--- config.mk ---
export PLATFORM = sky130hd
export DESIGN_NAME = messbauer_diff_discriminator_counter
export DESIGN_NICKNAME = d
export VERILOG_FILES = /design/src/rtl/messbauer_diff_discriminator_counter.sv
export SDC_FILE = /design/constraint.sdc
export NUM_CORES = 1
export LEC_CHECK = 0
export ABC_CLOCK_PERIOD_IN_PS = 2550
export CAP_MARGIN = 15
export CORE_ASPECT_RATIO = 1.25
export CORE_MARGIN = 2
export CORE_UTILIZATION = 55
export CTS_BUF_LIST = sky130_fd_sc_hd__clkbuf_2
export CTS_CLUSTER_SIZE = 14
export DETAILED_ROUTE_END_ITERATION = 6
export PLACE_DENSITY = 0.79
export RECOVER_POWER = 25
export SETUP_SLACK_MARGIN = 0.3
export SLEW_MARGIN = 20
export SYNTH_ARGS = -nofsm -noshare
export SYNTH_HDL_FRONTEND = slang
export SYNTH_SLANG_ARGS = --single-unit
--- constraint.sdc ---
create_clock -name aclk -period 2.55 [get_ports aclk]
set_input_delay 0.765 -clock aclk [delete_from_list [all_inputs] [get_ports aclk]]
set_output_delay 0.765 -clock aclk [all_outputs]
set_load 0.1 [all_outputs]
--- src/rtl/messbauer_diff_discriminator_counter.sv ---
// Differential discriminator back end. It synchronises the threshold and channel inputs, classifies
// each impulse, counts the accepted ones per Messbauer channel, and hands each count out over valid/ready.
module messbauer_diff_discriminator_counter #(
    parameter int unsigned SYNC_STAGES     = 2,
    parameter int unsigned COUNTER_WIDTH   = 16,
    parameter int unsigned MIN_LOWER_WIDTH = 1,
    parameter int unsigned MAX_LOWER_WIDTH = 64
) (
    input  logic                     aclk,
    input  logic                     areset_n,
    input  logic                     lower_threshold_i,
    input  logic                     upper_threshold_i,
    input  logic                     channel_i,
    input  logic                     enable_i,
    output logic                     accepted_o,
    output logic                     rejected_o,
    output logic [COUNTER_WIDTH-1:0] count_data_o,
    output logic                     count_valid_o,
    input  logic                     count_ready_i,
    output logic                     overflow_o,
    output logic                     window_lost_o
);

    localparam logic [7:0]               MinWidth = 8'(MIN_LOWER_WIDTH);
    localparam logic [7:0]               MaxWidth = 8'(MAX_LOWER_WIDTH);
    localparam logic [COUNTER_WIDTH-1:0] AccMax   = '1;

    typedef enum logic [1:0] {StIdle, StLowerHigh, StStuck} state_e;

    logic [SYNC_STAGES-1:0]   lo_sync_q, up_sync_q, ch_sync_q;
    logic                     lo_s, up_s, ch_s, ch_s_d_q, ch_rise;
    state_e                   state_q;
    logic [7:0]               wcnt_q;
    logic                     up_flag_q;
    logic                     accepted_q, rejected_q;
    logic [COUNTER_WIDTH-1:0] acc_q, count_data_q;
    logic                     ovf_acc_q, overflow_q, count_valid_q, window_lost_q;
    logic                     out_free;

    always_ff @(posedge aclk) begin
        if (!areset_n) begin
            lo_sync_q <= '0;
            up_sync_q <= '0;
            ch_sync_q <= '0;
        end else begin
            lo_sync_q <= {lo_sync_q[SYNC_STAGES-2:0], lower_threshold_i};
            up_sync_q <= {up_sync_q[SYNC_STAGES-2:0], upper_threshold_i};
            ch_sync_q <= {ch_sync_q[SYNC_STAGES-2:0], channel_i};
        end
    end

    assign lo_s     = lo_sync_q[SYNC_STAGES-1];
    assign up_s     = up_sync_q[SYNC_STAGES-1];
    assign ch_s     = ch_sync_q[SYNC_STAGES-1];
    assign ch_rise  = ch_s & ~ch_s_d_q;
    assign out_free = ~count_valid_q | count_ready_i;

    // Impulse classifier. wcnt_q holds the number of synchronised lower-high cycles seen so far.
    always_ff @(posedge aclk) begin
        if (!areset_n) begin
            state_q    <= StIdle;
            wcnt_q     <= '0;
            up_flag_q  <= 1'b0;
            accepted_q <= 1'b0;
            rejected_q <= 1'b0;
        end else begin
            accepted_q <= 1'b0;
            rejected_q <= 1'b0;
            if (!enable_i) begin
                state_q <= StIdle;
            end else begin
                case (state_q)
                    StIdle: begin
                        if (lo_s) begin
                            state_q   <= StLowerHigh;
                            wcnt_q    <= 8'd1;
                            up_flag_q <= up_s;
                        end
                    end
                    StLowerHigh: begin
                        if (!lo_s) begin
                            state_q <= StIdle;
                            if (!up_flag_q && !up_s && (wcnt_q >= MinWidth)) begin
                                accepted_q <= 1'b1;
                            end else begin
                                rejected_q <= 1'b1;
                            end
                        end else if (wcnt_q == MaxWidth) begin
                            rejected_q <= 1'b1;
                            state_q    <= StStuck;
                        end else begin
                            if (wcnt_q != 8'hff) begin
                                wcnt_q <= wcnt_q + 8'd1;
                            end
                            if (up_s) begin
                                up_flag_q <= 1'b1;
                            end
                        end
                    end
                    StStuck: begin
                        if (!lo_s) begin
                            state_q <= StIdle;
                        end
                    end
                    default: state_q <= StIdle;
                endcase
            end
        end
    end

    // Per-channel accumulator and the output holding register. A channel edge always closes the
    // window; if the previous count has not been taken yet, the new one is dropped.
    always_ff @(posedge aclk) begin
        if (!areset_n) begin
            ch_s_d_q      <= 1'b0;
            acc_q         <= '0;
            ovf_acc_q     <= 1'b0;
            count_data_q  <= '0;
            overflow_q    <= 1'b0;
            count_valid_q <= 1'b0;
            window_lost_q <= 1'b0;
        end else begin
            ch_s_d_q      <= ch_s;
            window_lost_q <= 1'b0;
            if (ch_rise) begin
                acc_q     <= COUNTER_WIDTH'(accepted_q);
                ovf_acc_q <= 1'b0;
                if (out_free) begin
                    count_data_q  <= acc_q;
                    overflow_q    <= ovf_acc_q;
                    count_valid_q <= 1'b1;
                end else begin
                    window_lost_q <= 1'b1;
                end
            end else begin
                if (accepted_q) begin
                    if (acc_q == AccMax) begin
                        ovf_acc_q <= 1'b1;
                    end else begin
                        acc_q <= acc_q + 1'b1;
                    end
                end
                if (count_valid_q && count_ready_i) begin
                    count_valid_q <= 1'b0;
                end
            end
        end
    end

    assign accepted_o    = accepted_q;
    assign rejected_o    = rejected_q;
    assign count_data_o  = count_data_q;
    assign count_valid_o = count_valid_q;
    assign overflow_o    = overflow_q;
    assign window_lost_o = window_lost_q;

endmodule

# Yosys cells after proc, flatten, opt, wreduce, memory -nomap -nowiden
# Cells that the tools add are included.
dict set report op_classes {
  addsub 2
  magnitude_cmp 1
  eq_ne 14
  mux 26
  bitwise_logic 8
  n_reduce_logical 22
}
# operator n
set ops {}
lappend ops {{$mux 8} 4}
lappend ops {{$add 16x1->16 const B} 1}
lappend ops {{$eq 16x16->1 const B} 1}
lappend ops {{$pmux 8 s2} 1}
lappend ops {{$mux 1} 15}
lappend ops {{$ne 2x2->1 const B} 7}
lappend ops {{$reduce_and 2->1} 7}
lappend ops {{$reduce_and 6->1} 2}
lappend ops {{$add 8x1->8 const B} 1}
lappend ops {{$eq 8x7->1 const B} 1}
lappend ops {{$ge 8x1->1 const B} 1}
lappend ops {{$mux 2} 4}
lappend ops {{$ne 8x8->1 const B} 1}
lappend ops {{$not 1->1} 6}
lappend ops {{$pmux 2 s3} 1}
lappend ops {{$reduce_and 3->1} 2}
lappend ops {{$reduce_bool 2->1} 3}
lappend ops {{$reduce_or 4->1} 1}
lappend ops {{$logic_and 1x1->1} 3}
lappend ops {{$ne 3x3->1 const B} 1}
lappend ops {{$eq 2x1->1 const B} 1}
lappend ops {{$eq 2x2->1 const B} 1}
lappend ops {{$logic_not 1->1} 2}
lappend ops {{$logic_not 2->1} 1}
lappend ops {{other kinds (5)} 5}
dict set report word_totals {
  register_bits 56
  inputBits 7
  out_inout_bits 21
  elab_cells 89
}

# Logic depth before layout (Yosys ltp)
# Gate-level depths: netlist (run 1).
dict set report logic_depth {
  word_depth 5
  depth_mapped 6
  depth_no_buf 6
}

# Worst setup path before layout (run 1)
# No wires, ideal clock.
dict set report synth_timing {
  path_kind {reg2reg}
  start {reg accepted_q, in the netlist accepted_o}
  end {reg acc_q[14]}
  setup_ns 0.129
  arrival_ns 2.183
  required_time_ns 2.421
  slack_ns 0.238
  path_stages_with_launch 6
  n_path_buf 1
  synth_period_minus_slack_ns 2.312
  cell_sequence {dfxtp_1 > buf_2 > inv_1 > or4_1 > o41ai_1 > a21oi_1}
}
dict set report synth_via {
  elab_chain_len 1
}
# item line_no
set synth_lines {}
lappend synth_lines {{from (decl)} 35} ;# logic accepted_q, rejected_q;
lappend synth_lines {{from (signal assigned)} 64} ;# accepted_q <= 1'b0;
lappend synth_lines {{from (signal assigned)} 67} ;# accepted_q <= 1'b0;
lappend synth_lines {{from (signal assigned)} 84} ;# accepted_q <= 1'b1;
lappend synth_lines {{$reduce_and 2->1 (no source line)} --}
lappend synth_lines {{to (signal assigned)} 126} ;# acc_q <= COUNTER_WIDTH'(accepted_q);
lappend synth_lines {{to (signal assigned)} 140} ;# acc_q <= acc_q + 1'b1;
lappend synth_lines {{to (decl)} 36} ;# logic [COUNTER_WIDTH-1:0] acc_q, count_data_q;
# No other way between the ends.
# A chain may end at the register's enable or synchronous reset.

# Worst setup path in the final report (run 1)
dict set report layout_timing {
  start {in count_ready_i}
  end {reg count_data_q[14], in the netlist count_data_o[14]}
}
dict set report layout_via {
  elab_chain_len 2
}
# item line_no
set layout_lines {}
lappend layout_lines {{from (decl)} 19} ;# input logic count_ready_i,
lappend layout_lines {{$or 1x1->1} 56} ;# assign out_free = ~count_valid_q | count_ready_i;
lappend layout_lines {{$reduce_and 2->1 (no source line)} --}
lappend layout_lines {{to (signal assigned)} 129} ;# count_data_q <= acc_q;
lappend layout_lines {{to (decl)} 36}
# No other way between the ends.

==> qor.yml, run 1 <==
power_and_ir_drop:
  powerDensity_nw_per_um2: 496
  leakagePower_nw: 0.967
  finalPower_mw: 1.37
  vdd_drop_max_mv: 0.416
synthesis:
  synth_compound_area_share_pct: 17.6
  synth_area_per_cell_um2: 8.35
  muxShareOfSynthArea_pct: 0.416
  synth_edf_count: 0
  synth-simple-area-share_pct: 29.2
  synth_ff_type: "dfxtp_1"
  synth_top_family_by_area: "simple AND/OR/NAND/NOR gates"
  synth-seq-cells: 56
  syn-num-nets: 300
  synth_top_area_share_pct: 46.6
  async_reset_ff_share_pct: 0
  yosysTopAreaCell: "dfxtp_1"
  syn-instance-count: 288
  synth_cell_types: 44
  synth_fa_ha_area_share_pct: 2.60
  ys_warn_count: 0
  synthTopCellsByArea: "dfxtp_1 47%, nand2_1 8.0%, a21oi_1 6.7%, nor2_1 2.8%, ha_1 2.6%"
  synth_xor_xnor_area_share_pct: 0.364
  syn_area_um2: 2400
  synth_seq_area_share_pct: 46.6
drt:
  drt-total-wl_um: 5000
  vias_per_cell: 5.71
  ant_nets: 0
  drt_iter0_markers: 140
  drcViolationCount: 0
  wl_per_cell_um: 13.3
  num_vias: 2142
  dr.pass1.iters: 4
clock_network:
  cts_resized: 0
  clockBufferDepth: 2
  cts_tree: "yes"
  cts_hold_buf: 0
  tritoncts_num_sinks: 56
  cts_max_level: 2
  clk_latency_ps: 460
  cts_setup_buffers: 0
  path_clk_slew_ps: 240
  numCtsBuffers: 5
  root_buffer: "clkbuf_2"
floorplanning:
  dieWidth_um: 63.1
  rows: 26
  core-area_um2: 4130
  die_y_um: 77.9
  initial_core_util_pct: 58.2
  die-area_um2: 4920
  ios: 28
finish:
  area_growth_pct: 14.7
  final_common_cell: "dfxtp_1"
  drive_gt1_share_pct: 12.5
  fin_nets: 330
  antennaDiodeCount: 0
  layout_common_cells: "55 x dfxtp_1, 51 x nand2_1, 32 x a21oi_1"
global_route:
  grt_overflow: 0
  grt_max_degree: 20
  grt_usage_pct: 22.0
  antenna_found_initial: 0
  grt_pass1_vias: 2089
  grt_pass1_wl_um: 8670
job:
  cap_violations: 0
placement:
  port_buffers: 27
  dp_hpwl_um: 3630
  gp_congestion: 0.873
timing:
  worst_pin_slew_ps: 1070
  skew_ps: 29.3
  post-route-period-util_pct: 81.9
  slew_violations: 0
  relSlewSlack_pct: 28.4
  hold_viol_final: 0
  period_needed_ps: 2090
  setup_viol: 0
  final.setup.tns_ps: 0
  grt_setup_unrepaired: "no"
  clock.fmax_mhz: 479
worst_setup_path:
  crit_required_ps: 2940
  crit_path_start_kind: "primary input"
  critPathKind: "in -> reg"
  worst_ep_arrival_time_ps: 2480
  crit_family: "simple AND/OR/NAND/NOR gates"
  slowest_delay_ps: 820
  crit_path_top_delay_cell: "nor2_1"
  cp-end-kind: "flop"
  r2r_slack_ps: 590
  crit_buf_inv: 1
  critPathMaxFanout: 17
  crit_chain: "dlygate4sd3_1, nor2b_1, nor2_1, nand2_1, a21oi_1"
run_status:
  status: "finished, final reports clean"
worst_hold_path:
  min_path_type: "reg -> reg"
worst register-to-register path: cells and delay by family, from the launching register on:
kind | cells | cell delay, ps
AND/OR/NAND/NOR | 3 | 1030
adder cells (fa/ha/maj) | 1 | 230
AO/OA/AOI/OAI | 1 | 140
flip-flops | 1 | 480
state kept, by name, summed over array words and instances (netlist names), 2 cells and up:
signal        flops
wcnt_q            8
up_sync_q         2
count_data_o     16
lo_sync_q         2
acc_q            16
ch_sync_q         2
state_q           2
stage by stage:
stage | util (%) | hold slack [ps] | cells | cell area (um2) | setup WS (ps)
floorplan | - | 412 | 288 | 2410 | 417
finish | 66.7 | 469 | 375 | 2760 | 463
global route | 66.7 | 492 | 375 | 2760 | 295
CTS | 66.8 | 474 | 375 | 2760 | 497
detailed placement | 65.3 | 427 | 367 | 2700 | 67.0
global placement | 65.3 | 415 | 367 | 2700 | 125
cells in the mapped netlist, types with 3 or more instances:
master / instances
o221a_2: 3
ha_1: 5
nor4_1: 4
a21oi_1: 32
and2_1: 9
a211oi_1: 3
nand3_1: 10
and4_1: 4
nand4_1: 6
o21ai_0: 9
inv_1: 10
nand2_1: 51
nor2b_1: 3
nand2b_1: 3
and3_1: 3
a31oi_1: 3
nor3_1: 8
o31ai_1: 4
clkbuf_1: 8
nor2_1: 18
dfxtp_1: 56
or3_1: 8
or4_1: 3
report_power, final:
group | total (mW) | switching (mW) | leakage (nW) | internal [mW]
clock network | 0.421 | 0.261 | 0.0380 | 0.159
logic | 0.0598 | 0.0393 | 0.476 | 0.0205
registers | 0.888 | 0.00365 | 0.453 | 0.885
total | 1.37 | 0.304 | 0.967 | 1.06
layer usage:
metal,GRT usage [%],routed length (um),vias up
met5,0,0,-
met4,11.3,72,0
met3,4.78,210,7
met2,40.2,2660,49
met1,23.2,2060,995
li1,-,-,1091
final timing paths:
check                     start               end  cells after the start
setup / recovery  count_ready_i  count_data_o[14]                      5
hold / removal     lo_sync_q[0]      lo_sync_q[1]                      1
setup reg to reg       acc_q[0]         acc_q[14]                      5
hold reg to reg    lo_sync_q[0]      lo_sync_q[1]                      1
cell families after synthesis:
| logic type | count (synthesis) |
|---|---|
| AND/OR/NAND/NOR | 138 |
| AO/OA/AOI/OAI | 67 |
| flip-flops | 56 |
| buffers and inverters | 20 |
| adder cells (fa/ha/maj) | 5 |
| XOR/XNOR | 1 |
| multiplexers | 1 |
cell type report:
type                            count  area, um2
Sequential cell                    56       1120
Multi-Input combinational cell    212       1210
Timing Repair Buffer               33        259
Fill cell                         367       1370
Clock inverter                      3       37.5
Inverter                           10       37.5
Tap cell                           56       70.1
Clock buffer                        5       25.0
Power figures use the tool's default switching activity.
==> inputs of run 2 (changes only) <==
- ABC_CLOCK_PERIOD_IN_PS: 2550 -> 2100
- clock period: 2.55 -> 2.1 ns (I/O delays scaled with it)
==> run 2 against run 1 <==
Compared with the run above: die area did not move; non-clock buffer count increased by 12; cell count is 3.2% higher; design area increased by 14%; largest power group unchanged.
==> qor.yml, run 2 (synthesized netlist as in run 1, its figures left out) <==
run_status:
  status: "finished, final reports clean"
finish:
  fillers: 319
  postLayoutCoreUtil_pct: 76.3
  final_area_um2: 3150
  antennaDiodeCount: 0
  layout_common_cells: "51 x nand2_1, 42 x dfxtp_1, 32 x a21oi_1"
  final_common_cell: "nand2_1"
  seqCellArea_um2: 1150
  fin_nets: 342
  area_growth_pct: 31.2
  drive_gt1_share_pct: 21.8
  multi_input_area_um2: 1240
clock_network:
  cts_hold_buf: 0
  numCtsBuffers: 5
  tritoncts_num_sinks: 56
  clockBufferDepth: 2
  cts_max_level: 2
  root_buffer: "clkbuf_2"
  path_clk_slew_ps: 250
  cts_tree: "yes"
  clk_latency_ps: 420
global_route:
  grt_usage_pct: 23.4
  grt_max_degree: 18
  grt_pass1_wl_um: 9330
  grt_overflow: 0
  grt_pass1_vias: 2167
  antenna_found_initial: 0
worst_setup_path:
  slowest_delay_ps: 550
  worstSetupEndpoint: "rejected_o"
  crit_path_start_kind: "primary input"
  cp-end-kind: "flop"
  critPathKind: "in -> reg"
  r2r_slack_ps: 320
  critPathMaxFanout: 16
  worst_ep_arrival_time_ps: 2180
  crit_path_top_delay_cell: "clkdlybuf4s50_1"
  r2r-start: "acc_q[0]"
  crit_chain: "clkdlybuf4s50_1, clkbuf_1, nand3_1, a21oi_1, and2_0"
  reg2reg_to: "acc_q[14]"
  reg2reg_depth: 5
  crit_required_ps: 2450
  crit_start: "areset_n"
job:
  cap_violations: 0
power_and_ir_drop:
  powerDensity_nw_per_um2: 491
  leakagePower_nw: 1.09
  vdd_drop_max_mv: 0.436
drt:
  dr.pass1.iters: 4
  vias_per_cell: 5.87
  drcViolationCount: 0
  ant_nets: 0
  num_vias: 2270
  wl_per_cell_um: 14.2
  drt_iter0_markers: 136
  drt-total-wl_um: 5490
floorplanning:
  initial_core_util_pct: 58.2
  rows: 26
  dieWidth_um: 63.1
  die_y_um: 77.9
  ios: 28
  core-area_um2: 4130
  die-area_um2: 4920
timing:
  final.setup.tns_ps: 0
  timing.hold.ws_ps: 448
  setup_viol: 0
  skew_ps: 26.1
  slew_violations: 0
  relSlewSlack_pct: 54.0
  period_needed_ps: 1830
  clock.fmax_mhz: 547
  worst_pin_slew_ps: 690
  post-route-period-util_pct: 87.1
  grt_setup_unrepaired: "no"
  setup_ws_ps: 271
  hold_viol_final: 0
placement:
  dpl_cell_area_um2: 3000
  gp_congestion: 0.924
  dp_hpwl_um: 3970
  port_buffers: 27
  pre_cts_ws_ps: -342
worst_hold_path:
  min_path_type: "reg -> reg"
  hold_start: "up_sync_q[1]"
## run 2: changes by cell type in the layout (fill, tap and decap cells not counted), sizes merged
cell | previous run | this run
dlygate4sd3 | 2 | 1
clkdlybuf4s50 | 4 | 5
clkbuf | 6 | 10
clkinv | 2 | 1
buf | 26 | 36
bufinv | 1 | 0
## run 2: final cells by class
class / instances / area share (%)
timing repair buffer: 45 / 19.6
multi-input combinational: 212 / 39.3
inverter: 10 / 1.19
clock buffer: 7 / 1.11
clock inverter: 1 / 0.119
tap: 56 / 2.22
sequential: 56 / 36.5
## run 2: worst max-delay path: cells and delay by family
kind            cells  cell delay, ps
compound gates      1             150
simple gates        2             340
buf+inv             2            1050
## run 2: worst min-delay path by stage
| stage | cells past startpoint | slack, ps | endpoint |
|---|---|---|---|
| after CTS | 2 | 450 | up_flag_q |
| after detailed placement | 1 | 420 | up_sync_q[1] |
| after global placement | 1 | 410 | up_sync_q[1] |
| final | 2 | 450 | up_flag_q |
| after global routing | 2 | 470 | up_flag_q |
| after floorplan | 1 | 410 | ch_sync_q[1] |
## run 2: what timing repair did
action                     4_1_cts  5_1_grt
pin swaps                        0        3
resized for setup                7       18
setup endpoints to repair       21       10
buffers inserted                 3        6
## run 2: metal layers
metal	share of wire, %	vias up	routed length [um]	track usage, %
li1	-	1113	-	-
met1	38	1067	2110	25.4
met2	53	73	2930	42.8
met3	5.1	17	281	5.22
met4	3.0	0	163	10.9
met5	0	-	0	0
## run 2: per-stage QoR
| stage | total power [mW] | instances |
|---|---|---|
| finish | 1.55 | 387 |
| global route | 1.62 | 387 |
| CTS | 1.57 | 381 |
| detailed placement | 1.18 | 370 |
| global placement | 1.18 | 370 |
| floorplan | 1.14 | 288 |
## run 2: power by group
part / internal [mW] / leakage (nW) / switching (mW) / total (mW)
registers: 1.07 / 0.461 / 0.00478 / 1.07
clock network: 0.0890 / 0.0306 / 0.305 / 0.394
logic: 0.0317 / 0.595 / 0.0513 / 0.0831
